$ cat src/rtl/pipe_stage_reg.sv
// Pipeline stage register with a one-entry skid buffer so in_ready never
// depends combinationally on out_ready. It also supports flush and counts output transfers.
module pipe_stage_reg #(
    parameter int DATA_W = 32,
    parameter int CTRL_W = 3,
    parameter int CNT_W  = 16
) (
    input  logic              clk,
    input  logic              reset,
    input  logic              in_valid,
    output logic              in_ready,
    input  logic [DATA_W-1:0] in_data,
    input  logic [CTRL_W-1:0] in_ctrl,
    output logic              out_valid,
    input  logic              out_ready,
    output logic [DATA_W-1:0] out_data,
    output logic [CTRL_W-1:0] out_ctrl,
    input  logic              flush,
    output logic [1:0]        occupancy,
    output logic [CNT_W-1:0]  xfer_count
);

    typedef enum logic [1:0] {
        EMPTY = 2'd0,
        ONE   = 2'd1,
        FULL  = 2'd2
    } state_t;

    state_t              state_reg;
    logic [DATA_W-1:0]   main_data_reg;
    logic [CTRL_W-1:0]   main_ctrl_reg;
    logic [DATA_W-1:0]   skid_data_reg;
    logic [CTRL_W-1:0]   skid_ctrl_reg;
    logic [CNT_W-1:0]    xfer_count_reg;
    logic [CNT_W-1:0]    xfer_count_next;
    logic                in_xfer;
    logic                out_xfer;

    // in_ready comes only from held state and reset, never from out_ready.
    assign in_ready        = reset & (state_reg != FULL);
    assign out_valid       = (state_reg != EMPTY);
    assign out_data        = main_data_reg;
    assign occupancy       = state_reg;
    assign xfer_count      = xfer_count_reg;
    assign in_xfer         = in_valid & in_ready;
    assign out_xfer        = out_valid & out_ready;
    assign xfer_count_next = xfer_count_reg + CNT_W'(1);

    // A bubble must never carry write-enable/select bits downstream.
    genvar gi;
    generate
        for (gi = 0; gi < CTRL_W; gi++) begin : g_ctrl_mask
            assign out_ctrl[gi] = main_ctrl_reg[gi] & out_valid;
        end
    endgenerate

    always_ff @(posedge clk or negedge reset) begin
        if (!reset) begin
            state_reg      <= EMPTY;
            main_data_reg  <= '0;
            main_ctrl_reg  <= '0;
            skid_data_reg  <= '0;
            skid_ctrl_reg  <= '0;
            xfer_count_reg <= '0;
        end else begin
            // An output transfer in a flush cycle still completed downstream.
            if (out_xfer)
                xfer_count_reg <= xfer_count_next;

            if (flush) begin
                state_reg <= EMPTY;
            end else begin
                case (state_reg)
                    EMPTY: begin
                        if (in_xfer) begin
                            state_reg     <= ONE;
                            main_data_reg <= in_data;
                            main_ctrl_reg <= in_ctrl;
                        end
                    end
                    ONE: begin
                        if (in_xfer && out_ready) begin
                            main_data_reg <= in_data;
                            main_ctrl_reg <= in_ctrl;
                        end else if (in_xfer) begin
                            state_reg     <= FULL;
                            skid_data_reg <= in_data;
                            skid_ctrl_reg <= in_ctrl;
                        end else if (out_ready) begin
                            state_reg <= EMPTY;
                        end
                    end
                    FULL: begin
                        if (out_ready) begin
                            state_reg     <= ONE;
                            main_data_reg <= skid_data_reg;
                            main_ctrl_reg <= skid_ctrl_reg;
                        end
                    end
                    default: state_reg <= EMPTY;
                endcase
            end
        end
    end

endmodule

$ cat config.mk
export PLATFORM = sky130hd
export DESIGN_NAME = pipe_stage_reg
export DESIGN_NICKNAME = d
export VERILOG_FILES = /design/src/rtl/pipe_stage_reg.sv
export SDC_FILE = /design/constraint.sdc
export NUM_CORES = 1
export LEC_CHECK = 0
export CAP_MARGIN = 10
export CORE_ASPECT_RATIO = 0.8
export CORE_MARGIN = 2
export CORE_UTILIZATION = 54
export DETAILED_ROUTE_END_ITERATION = 6
export DONT_BUFFER_PORTS = 1
export HOLD_SLACK_MARGIN = 0.05
export MAX_ROUTING_LAYER = met4
export PLACE_DENSITY = 0.71
export SETUP_SLACK_MARGIN = 0.05
export SYNTH_ARGS = -nofsm -noshare
export SYNTH_HDL_FRONTEND = slang
export SYNTH_SLANG_ARGS = --single-unit
$ cat constraint.sdc
create_clock -name clk -period 2.1 [get_ports clk]
set_input_delay 0 -clock clk [delete_from_list [all_inputs] [get_ports clk]]
set_output_delay 0 -clock clk [all_outputs]
set_load 0.005 [all_outputs]
==> summary.txt, run 1 <==
Final hold slack: 0.0713 ns
Share of final-layout standard cells stronger than drive strength 1: 19.3%
Worst-path clk slew: 0.09 ns
Max clock buf depth: 2
Largest cells by area after synthesis: dfrtp_1, mux2_4, mux2i_1, a21oi_1, nor2_1
Antenna violations before repair: 0
Setup repair after global routing missed its margin: no
Net Count, Synth: 348
Worst EP required: 2.39 ns
Input/output buffers: 0
Portion of the clock cycle consumed by the worst path in the final layout: 86.5%
Mux contribution to synthesized area: 22.0%
Number of max-slew violations in the final report: 0
Max IR drop VDD: 0.488 mV
Reported leakage power: 2.03 nW
Routed wire length: 7760 um
Transition time at the pin with the least slew margin: 0.549 ns
Fraction of the yosys area taken by sequential cells: 55.2%
Worst setup EP type: flop
Die Span Y: 80.9 um
Adder-Cell Fraction of Synth Area: 0.314%
Final total negative setup slack: 0 ns
CP Cell Sequence: buf_4, nor2b_4, buf_12, a21oi_1, nor3_1, dlygate4sd3_1
Worst hold stages: 4
Vias per cell: 5.48
Clock latency at the later pin of the worst-skew pair: 0.34 ns
Arrival time at the worst endpoint: 2.10 ns
Layout area overhead: 16.4%
Number of buffers added for setup after CTS: 0
Startpoint of the tightest hold check path: in_valid
HPWL after detailed placement: 4650 um
Count of endpoints failing hold in the final timing report: 0
Result of the run: complete, no violations
Post-layout minimum cycle time: 1.82 ns
Die width: 100 um
Wire length of the first global-routing pass: 12,100 um
Main combinational cell family by area after synthesis: multiplexers
Mapped Area: 3990 um^2
Worst hold endpoint: occupancy[0]
Simple-gate portion of the synthesized area: 9.50%
Starting DRT DRC Count: 97
Delay of the slowest cell on the worst path: 0.57 ns
Critical Path Start Type: flop
Grt total ovfl: 0
Cell at the slowest stage of the critical path: dlygate4sd3_1
Leading cell types in the layout, fill and taps excluded: dfrtp_1, nor2_1, dlygate4sd3_1, a21oi_1, mux2i_1
Share of the core filled with cells: 63.7%
Routability congestion estimate: 0.740
Cell taking the most area after synthesis: dfrtp_1
Warnings from Yosys: 0
Final setup violation count: 0
Maximum Capacitance Violations: 0
Placement Rows: 28
Most common cell after layout, fill and taps aside: dfrtp_1
Initial standard-cell utilization of the core: 54.8%
Reg-to-reg critical path endpoint: occupancy[1]
Total global-route track usage: 19.9%
Mapped Avg Cell Area: 13.0 um^2
Clock tree from TritonCTS: built
Total vias in the final route: 2,423
DRT Pass-1 Iters: 4
Area fraction in compound gates after synthesis: 5.80%
Drt wl/cell: 17.6 um
Via count of the first global-routing pass: 2,393
Antenna violation net count after detailed routing: 0
Critical path peak fanout: 37
Area fraction of the dominant cell type after synthesis: 55.2%
Pwr Density: 857 nW/um^2
Highest Clock Rate: 0.551 GHz
Normalized max-slew margin: 63.1%
Htree depth: 3
Residual DRC: 0
Count of cell types in the netlist: 30
Setup CP Type: reg2reg
Largest net degree at the start of global routing: 94
Area of the core: 7290 um^2
Worst setup skew after layout: 0.0109 ns
Worst R2R Setup Slack: 0.28 ns
Startpoint of the worst register-to-register path: occupancy[1]
Antenna cell count: 0
Post-synthesis register bit count: 88
Area share of xor/xnor cells in the synthesized design: 3.29%
Tightest Hold Check Type: in2reg
Power consumption: 3.98 mW
Clock buffers created by TritonCTS: 9
Depth of the most critical reg-to-reg path: 6
CTS Sinks: 88
Full die area: 8100 um^2
Final layout net count: 388
Top-level port count: 95
Clock tree root buffer cell: clkbuf_8
Syn Inst Count: 307
[how the worst max path moves through the flow]
stage                       startpoint          endpoint  slack (ns)  cells past startpoint
after detailed placement  occupancy[0]    xfer_count[10]        0.29                      4
after CTS                 occupancy[0]      occupancy[1]        0.24                      5
final                     occupancy[1]      occupancy[1]        0.28                      6
after global placement    occupancy[0]    xfer_count[10]        0.41                      4
after floorplan           occupancy[1]  skid_ctrl_reg[0]        0.60                      5
after global routing      occupancy[1]      occupancy[1]        0.12                      6
[per-layer routing]
layer / global-route usage [%] / vias to the layer above / wire [um]
li1: - / 1147 / -
met1: 26.5 / 1208 / 3570
met2: 30.7 / 62 / 3750
met3: 5.94 / 6 / 400
met4: 4.11 / 0 / 44
met5: - / - / 0
[power by group]
group | switching (mW) | leakage [nW] | internal (mW)
combinational | 0.254 | 0.856 | 0.372
clock | 0.610 | 0.0887 | 0.465
sequential | 0.264 | 1.08 | 2.02
total | 1.13 | 2.03 | 2.85
[timing repair]
item | CTS | global route
hold endpoints to repair | 170 | 88
endpoints found under the setup margin | 0 | 1
hold buffers | 38 | 2
gates resized for setup | 0 | 1
[cell type report]
class	count	area [um^2]
fillers	579	2640
flip-flops and latches	88	2200
multi-input cells	200	1640
repair buffers	46	500
clock buffers	10	138
well taps	90	113
clock inverters	6	42.5
inverters	2	7.51
[synth_stat cells]
master	n
dfrtp_1	88
nand3b_1	1
xor2_1	2
and4_1	2
nand3_4	1
mux2_4	30
a21oi_1	37
nor2b_1	6
mux2i_1	36
nand4_1	2
mux2_2	6
o211ai_1	1
buf_6	8
inv_1	2
buf_2	4
nor2_1	40
nand4b_1	1
nand3_1	6
or2_2	1
ha_1	1
o22a_1	1
nand4bb_4	1
nor4_4	1
buf_4	5
nor3_1	2
nand2_1	6
a31oi_4	1
o21ai_2	1
and3b_2	1
xnor2_1	13
[through the flow]
| step | setup WS, ns | cells | area (um^2) |
|---|---|---|---|
| global route | 0.116 | 442 | 4640 |
| floorplan | 0.595 | 307 | 3990 |
| global placement | 0.411 | 386 | 4050 |
| detailed placement | 0.289 | 386 | 4050 |
| finish | 0.284 | 442 | 4640 |
| CTS | 0.245 | 440 | 4610 |
[kinds of logic (layout without fill, tap and decap cells)]
| family | Yosys count | in the layout |
|---|---|---|
| flip-flops | 88 | 88 |
| buffers and inverters | 19 | 64 |
| XOR/XNOR | 15 | 15 |
| multiplexers | 72 | 72 |
| AND/OR/NAND/NOR | 71 | 71 |
| adder cells (fa/ha/maj) | 1 | 1 |
| AO/OA/AOI/OAI | 41 | 41 |
[critical path: cells and delay by family (launching register included)]
family / cells / cell delay [ns]
AO/OA/AOI/OAI: 1 / 0.07
buffers and inverters: 3 / 1.01
flip-flops: 1 / 0.35
AND/OR/NAND/NOR: 2 / 0.31
Note: power is estimated with default switching activity, not from simulation.
==> inputs of run 2 (changes only) <==
CAP_MARGIN = 20   (was 10)
PLACE_DENSITY = 0.69   (was 0.71)
TNS_END_PERCENT = 5   (was not set)
==> run 2 against run 1 <==
Net effect:
- non-clock buffer count up 1
- global-route usage down 0.17 points
- utilization up 0.62 points
- sequential cell count unchanged
- final cell count up 0.23%
- register-to-register slack worse by 0.06 ns
- design area up 0.97%
- clock skew down 0.0027 ns
- critical path depth down 1
- via count down 0.50%
- fmax down 3.4%
- die area unchanged
- critical endpoint unchanged
- largest power group unchanged
==> summary.txt, run 2 (same netlist as run 1, synthesis figures left out) <==
Clock tree root buffer cell: clkbuf_8
Clock buffers created by TritonCTS: 9
Critical Path Start Type: flop
Setup CP Type: reg2reg
Layout area overhead: 17.5%
Switching share of total power: 26.7%
Total vias in the final route: 2,411
Antenna violation net count after detailed routing: 0
Area of the core: 7290 um^2
Wire length of the first global-routing pass: 12,000 um
Final layout net count: 389
Placement Rows: 28
Transition time at the pin with the least slew margin: 0.463 ns
Via count of the first global-routing pass: 2,385
Final setup violation count: 0
Result of the run: complete, no violations
Worst hold endpoint: in_ready
Clock share of power: 29.4%
Worst setup skew after layout: 0.00823 ns
Sequential group share of total power: 55.3%
Routability congestion estimate: 0.742
Most common cell after layout, fill and taps aside: dfrtp_1
Worst hold stages: 1
Startpoint of the worst register-to-register path: occupancy[1]
Setup repair after global routing missed its margin: no
Net switching component of the power: 1.10 mW
Total global-route track usage: 19.7%
Full die area: 8100 um^2
Number of max-slew violations in the final report: 0
Arrival time at the worst endpoint: 2.16 ns
Count of endpoints failing hold in the final timing report: 0
Share of final-layout standard cells stronger than drive strength 1: 19.0%
Grt total ovfl: 0
Final hold slack: 0.127 ns
Die Span Y: 80.9 um
Highest Clock Rate: 0.532 GHz
Max clock buf depth: 2
Depth of the most critical reg-to-reg path: 5
Leading cell types in the layout, fill and taps excluded: dfrtp_1, nor2_1, dlygate4sd3_1, a21oi_1, mux2i_1
Residual DRC: 0
Maximum Capacitance Violations: 0
DRT Pass-1 Iters: 4
Initial standard-cell utilization of the core: 54.8%
Antenna cell count: 0
CTS Sinks: 88
Die width: 100 um
Routed wire length: 7590 um
Worst R2R Setup Slack: 0.22 ns
Post-layout minimum cycle time: 1.88 ns
Critical path peak fanout: 27
Portion of the clock cycle consumed by the worst path in the final layout: 89.6%
HPWL after detailed placement: 4590 um
Final total negative setup slack: 0 ns
Worst EP required: 2.38 ns
Starting DRT DRC Count: 94
Normalized max-slew margin: 68.9%
Logic pwr share: 15.3%
Max IR drop VDD: 0.506 mV
Tightest Hold Check Type: in2out
Largest net degree at the start of global routing: 94
Resize count post-CTS: 0
Reg-to-reg critical path endpoint: occupancy[1]
Clock latency at the later pin of the worst-skew pair: 0.34 ns
Pwr Density: 877 nW/um^2
Drt wl/cell: 17.1 um
Top-level port count: 95
Worst setup EP type: flop
Cell count after placement: 386
Non-filler cells in the finished layout: 443
Reported leakage power: 2.05 nW
Vias per cell: 5.44
Hold Buf Count CTS: 39
Fillers: 578
Internal power: 3.01 mW
Input/output buffers: 0
Number of buffers added for setup after CTS: 0
Antenna violations before repair: 0
Clock tree from TritonCTS: built
Worst-path clk slew: 0.09 ns
Htree depth: 3
Startpoint of the tightest hold check path: reset
run 2: power by group through the flow:
stage | Clock, mW | Sequential, mW | Combinational, mW
after floorplan | 0 | 2.23 | 0.476
after global placement | 0 | 2.30 | 0.501
after detailed placement | 0 | 2.31 | 0.523
after CTS | 1.26 | 2.28 | 0.594
after global routing | 1.32 | 2.32 | 0.710
final | 1.21 | 2.27 | 0.629
run 2: how the worst max path moves through the flow:
stage	from	to	slack, ns	cells after the start
after global placement	occupancy[0]	xfer_count[10]	0.42	4
after global routing	occupancy[1]	occupancy[1]	0.05	5
after floorplan	occupancy[1]	skid_ctrl_reg[0]	0.60	5
final	occupancy[1]	occupancy[1]	0.22	5
after detailed placement	occupancy[0]	xfer_count[10]	0.38	4
after CTS	occupancy[1]	occupancy[1]	0.23	5
run 2: area by class of cell:
type	instances	area (um^2)	share of cell area [%]
Clock buffer	11	151	3.23
Clock inverter	5	65.1	1.39
Inverter	2	7.51	0.160
Multi-Input combinational cell	200	1640	35.0
Sequential cell	88	2200	47.0
Tap cell	90	113	2.40
Timing Repair Buffer	47	510	10.9
run 2: routing by layer:
metal / part of all wire, % / track usage (%)
met5: 0 / -
met4: 1.1 / 6.30
met3: 5.5 / 5.34
met2: 47 / 29.3
met1: 46 / 26.6
run 2: worst max-delay path, stage by stage (launching register included):
cell,delay [ns]
dfrtp_1,0.56
nor2b_4,0.26
buf_12,0.23
a21oi_1,0.07
nor3_1,0.14
dlygate4sd3_1,0.56
run 2: per-stage QoR:
stage	util (%)	power (mW)	setup WS (ns)	instance area, um^2
floorplan	-	2.71	0.595	3990
global placement	55.5	2.80	0.424	4050
detailed placement	55.5	2.83	0.384	4050
CTS	63.8	4.13	0.227	4650
global route	64.4	4.35	0.0529	4690
finish	64.4	4.11	0.219	4690
==> inputs of run 3 (changes only) <==
CORE_UTILIZATION = 60   (was 54)
PLACE_DENSITY = 0.76   (was 0.69)
==> run 3 against run 2 <==
Net effect:
- critical path depth unchanged
- register-to-register slack better by 0.10 ns
- non-clock buffer count unchanged
- sequential share of layout area up 0.54 points
- die area down 9.6%
- clock power down 15%
- utilization up 8.0 points
- largest cell class unchanged
==> summary.txt, run 3 (same netlist as run 1, synthesis figures left out) <==
Result of the run: complete, no violations
Share of final-layout standard cells stronger than drive strength 1: 19.0%
Clock latency at the later pin of the worst-skew pair: 0.35 ns
Net switching component of the power: 1.13 mW
Final total negative setup slack: 0 ns
Grt total ovfl: 0
Maximum Capacitance Violations: 0
Starting DRT DRC Count: 145
Area of the core: 6410 um^2
Die Span Y: 76.9 um
Routability congestion estimate: 0.762
Top-level port count: 95
Total vias in the final route: 2,440
Worst EP required: 2.38 ns
Reported leakage power: 2.02 nW
Antenna cell count: 0
Max IR drop VDD: 0.510 mV
Leading cell types in the layout, fill and taps excluded: dfrtp_1, nor2_1, dlygate4sd3_1, a21oi_1, mux2i_1
Worst hold stages: 3
Placement Rows: 26
Largest net degree at the start of global routing: 89
Final setup violation count: 0
Routed wire length: 7690 um
Clock tree from TritonCTS: built
Setup repair after global routing missed its margin: no
Via count of the first global-routing pass: 2,511
Worst-path clk slew: 0.08 ns
Layout area overhead: 16.2%
Pwr Density: 853 nW/um^2
Logic pwr share: 16.2%
Depth of the most critical reg-to-reg path: 5
Number of max-slew violations in the final report: 0
Vias per cell: 5.58
Wire length of the first global-routing pass: 12,600 um
Clock tree root buffer cell: clkbuf_8
Critical Path Start Type: flop
Arrival time at the worst endpoint: 2.06 ns
Count of endpoints failing hold in the final timing report: 0
Full die area: 7320 um^2
Clock buffers created by TritonCTS: 9
Drt wl/cell: 17.6 um
Setup CP Type: reg2reg
Switching share of total power: 28.5%
Sequential group share of total power: 57.7%
Worst setup skew after layout: 0.00801 ns
CTS Sinks: 88
Max clock buf depth: 2
Input/output buffers: 0
HPWL after detailed placement: 4560 um
Htree depth: 3
Highest Clock Rate: 0.563 GHz
DRT Pass-1 Iters: 4
Most common cell after layout, fill and taps aside: dfrtp_1
Non-filler cells in the finished layout: 437
Portion of the clock cycle consumed by the worst path in the final layout: 84.6%
Antenna violation net count after detailed routing: 0
Worst setup EP type: flop
Internal power: 2.83 mW
Antenna violations before repair: 0
Total global-route track usage: 23.3%
Critical path peak fanout: 11
Clock share of power: 26.1%
Initial standard-cell utilization of the core: 62.3%
Normalized max-slew margin: 69.1%
Residual DRC: 0
Post-layout minimum cycle time: 1.78 ns
Cell count after placement: 381
Tightest Hold Check Type: in2reg
Final layout net count: 389
Transition time at the pin with the least slew margin: 0.460 ns
Die width: 95.2 um
Number of buffers added for setup after CTS: 0
-- run 3: power groups by stage --
stage	Clock [mW]	Combinational (mW)	Sequential (mW)
6_report	1.03	0.641	2.28
5_1_grt	1.13	0.720	2.33
4_1_cts	1.06	0.644	2.28
3_5_place_dp	0	0.529	2.31
3_3_place_gp	0	0.497	2.30
2_1_floorplan	0	0.476	2.23
-- run 3: path summary, 6_finish.rpt --
kind,from,slack (ns),endpoint
worst max register to register,occupancy[0],0.32,occupancy[0]
min in group asynchronous,reset,0.36,skid_data_reg[9]
max in group asynchronous,reset,1.36,xfer_count[9]
worst min register to register,xfer_count[15],0.50,xfer_count[15]
worst max-delay path,occupancy[0],0.32,occupancy[0]
worst min-delay path,reset,0.12,occupancy[1]
-- run 3: timing repair --
action,CTS,global route
resized for setup,0,0
hold buffers,40,0
endpoints found under the hold margin,171,0
-- run 3: cell type report --
cell class,count,area (um^2)
clock buffers,10,128
clock inverters,6,45.0
fillers,436,1770
inverters,2,7.51
multi-input cells,200,1640
flip-flops and latches,88,2200
well taps,84,105
repair buffers,47,508
-- run 3: worst max-delay path, cell delays in order (launching register included) --
cell           delay, ns
dfrtp_1             0.63
nor2b_1             0.19
mux2i_1             0.08
o22a_1              0.17
nor2_1              0.09
dlygate4sd3_1       0.56
-- run 3: stage by stage --
step / instance area (um^2) / hold slack, ns / total power [mW] / setup WS, ns / utilization, %
6_report: 4640 / 0.115 / 3.95 / 0.324 / 72.3
5_1_grt: 4640 / 0.112 / 4.18 / 0.181 / 72.3
4_1_cts: 4640 / 0.0950 / 3.99 / 0.353 / 72.3
3_5_place_dp: 4050 / -0.294 / 2.84 / 0.372 / 63.1
3_3_place_gp: 4050 / -0.293 / 2.80 / 0.399 / 63.1
2_1_floorplan: 3990 / -0.296 / 2.71 / 0.595 / -
-- run 3: layer usage --
layer | up-vias | global-route usage (%) | wire length [um]
met4 | 0 | 6.96 | 90
met3 | 9 | 7.07 | 447
met1 | 1211 | 30.9 | 3530
met5 | - | - | 0
li1 | 1153 | - | -
met2 | 67 | 35.0 | 3620
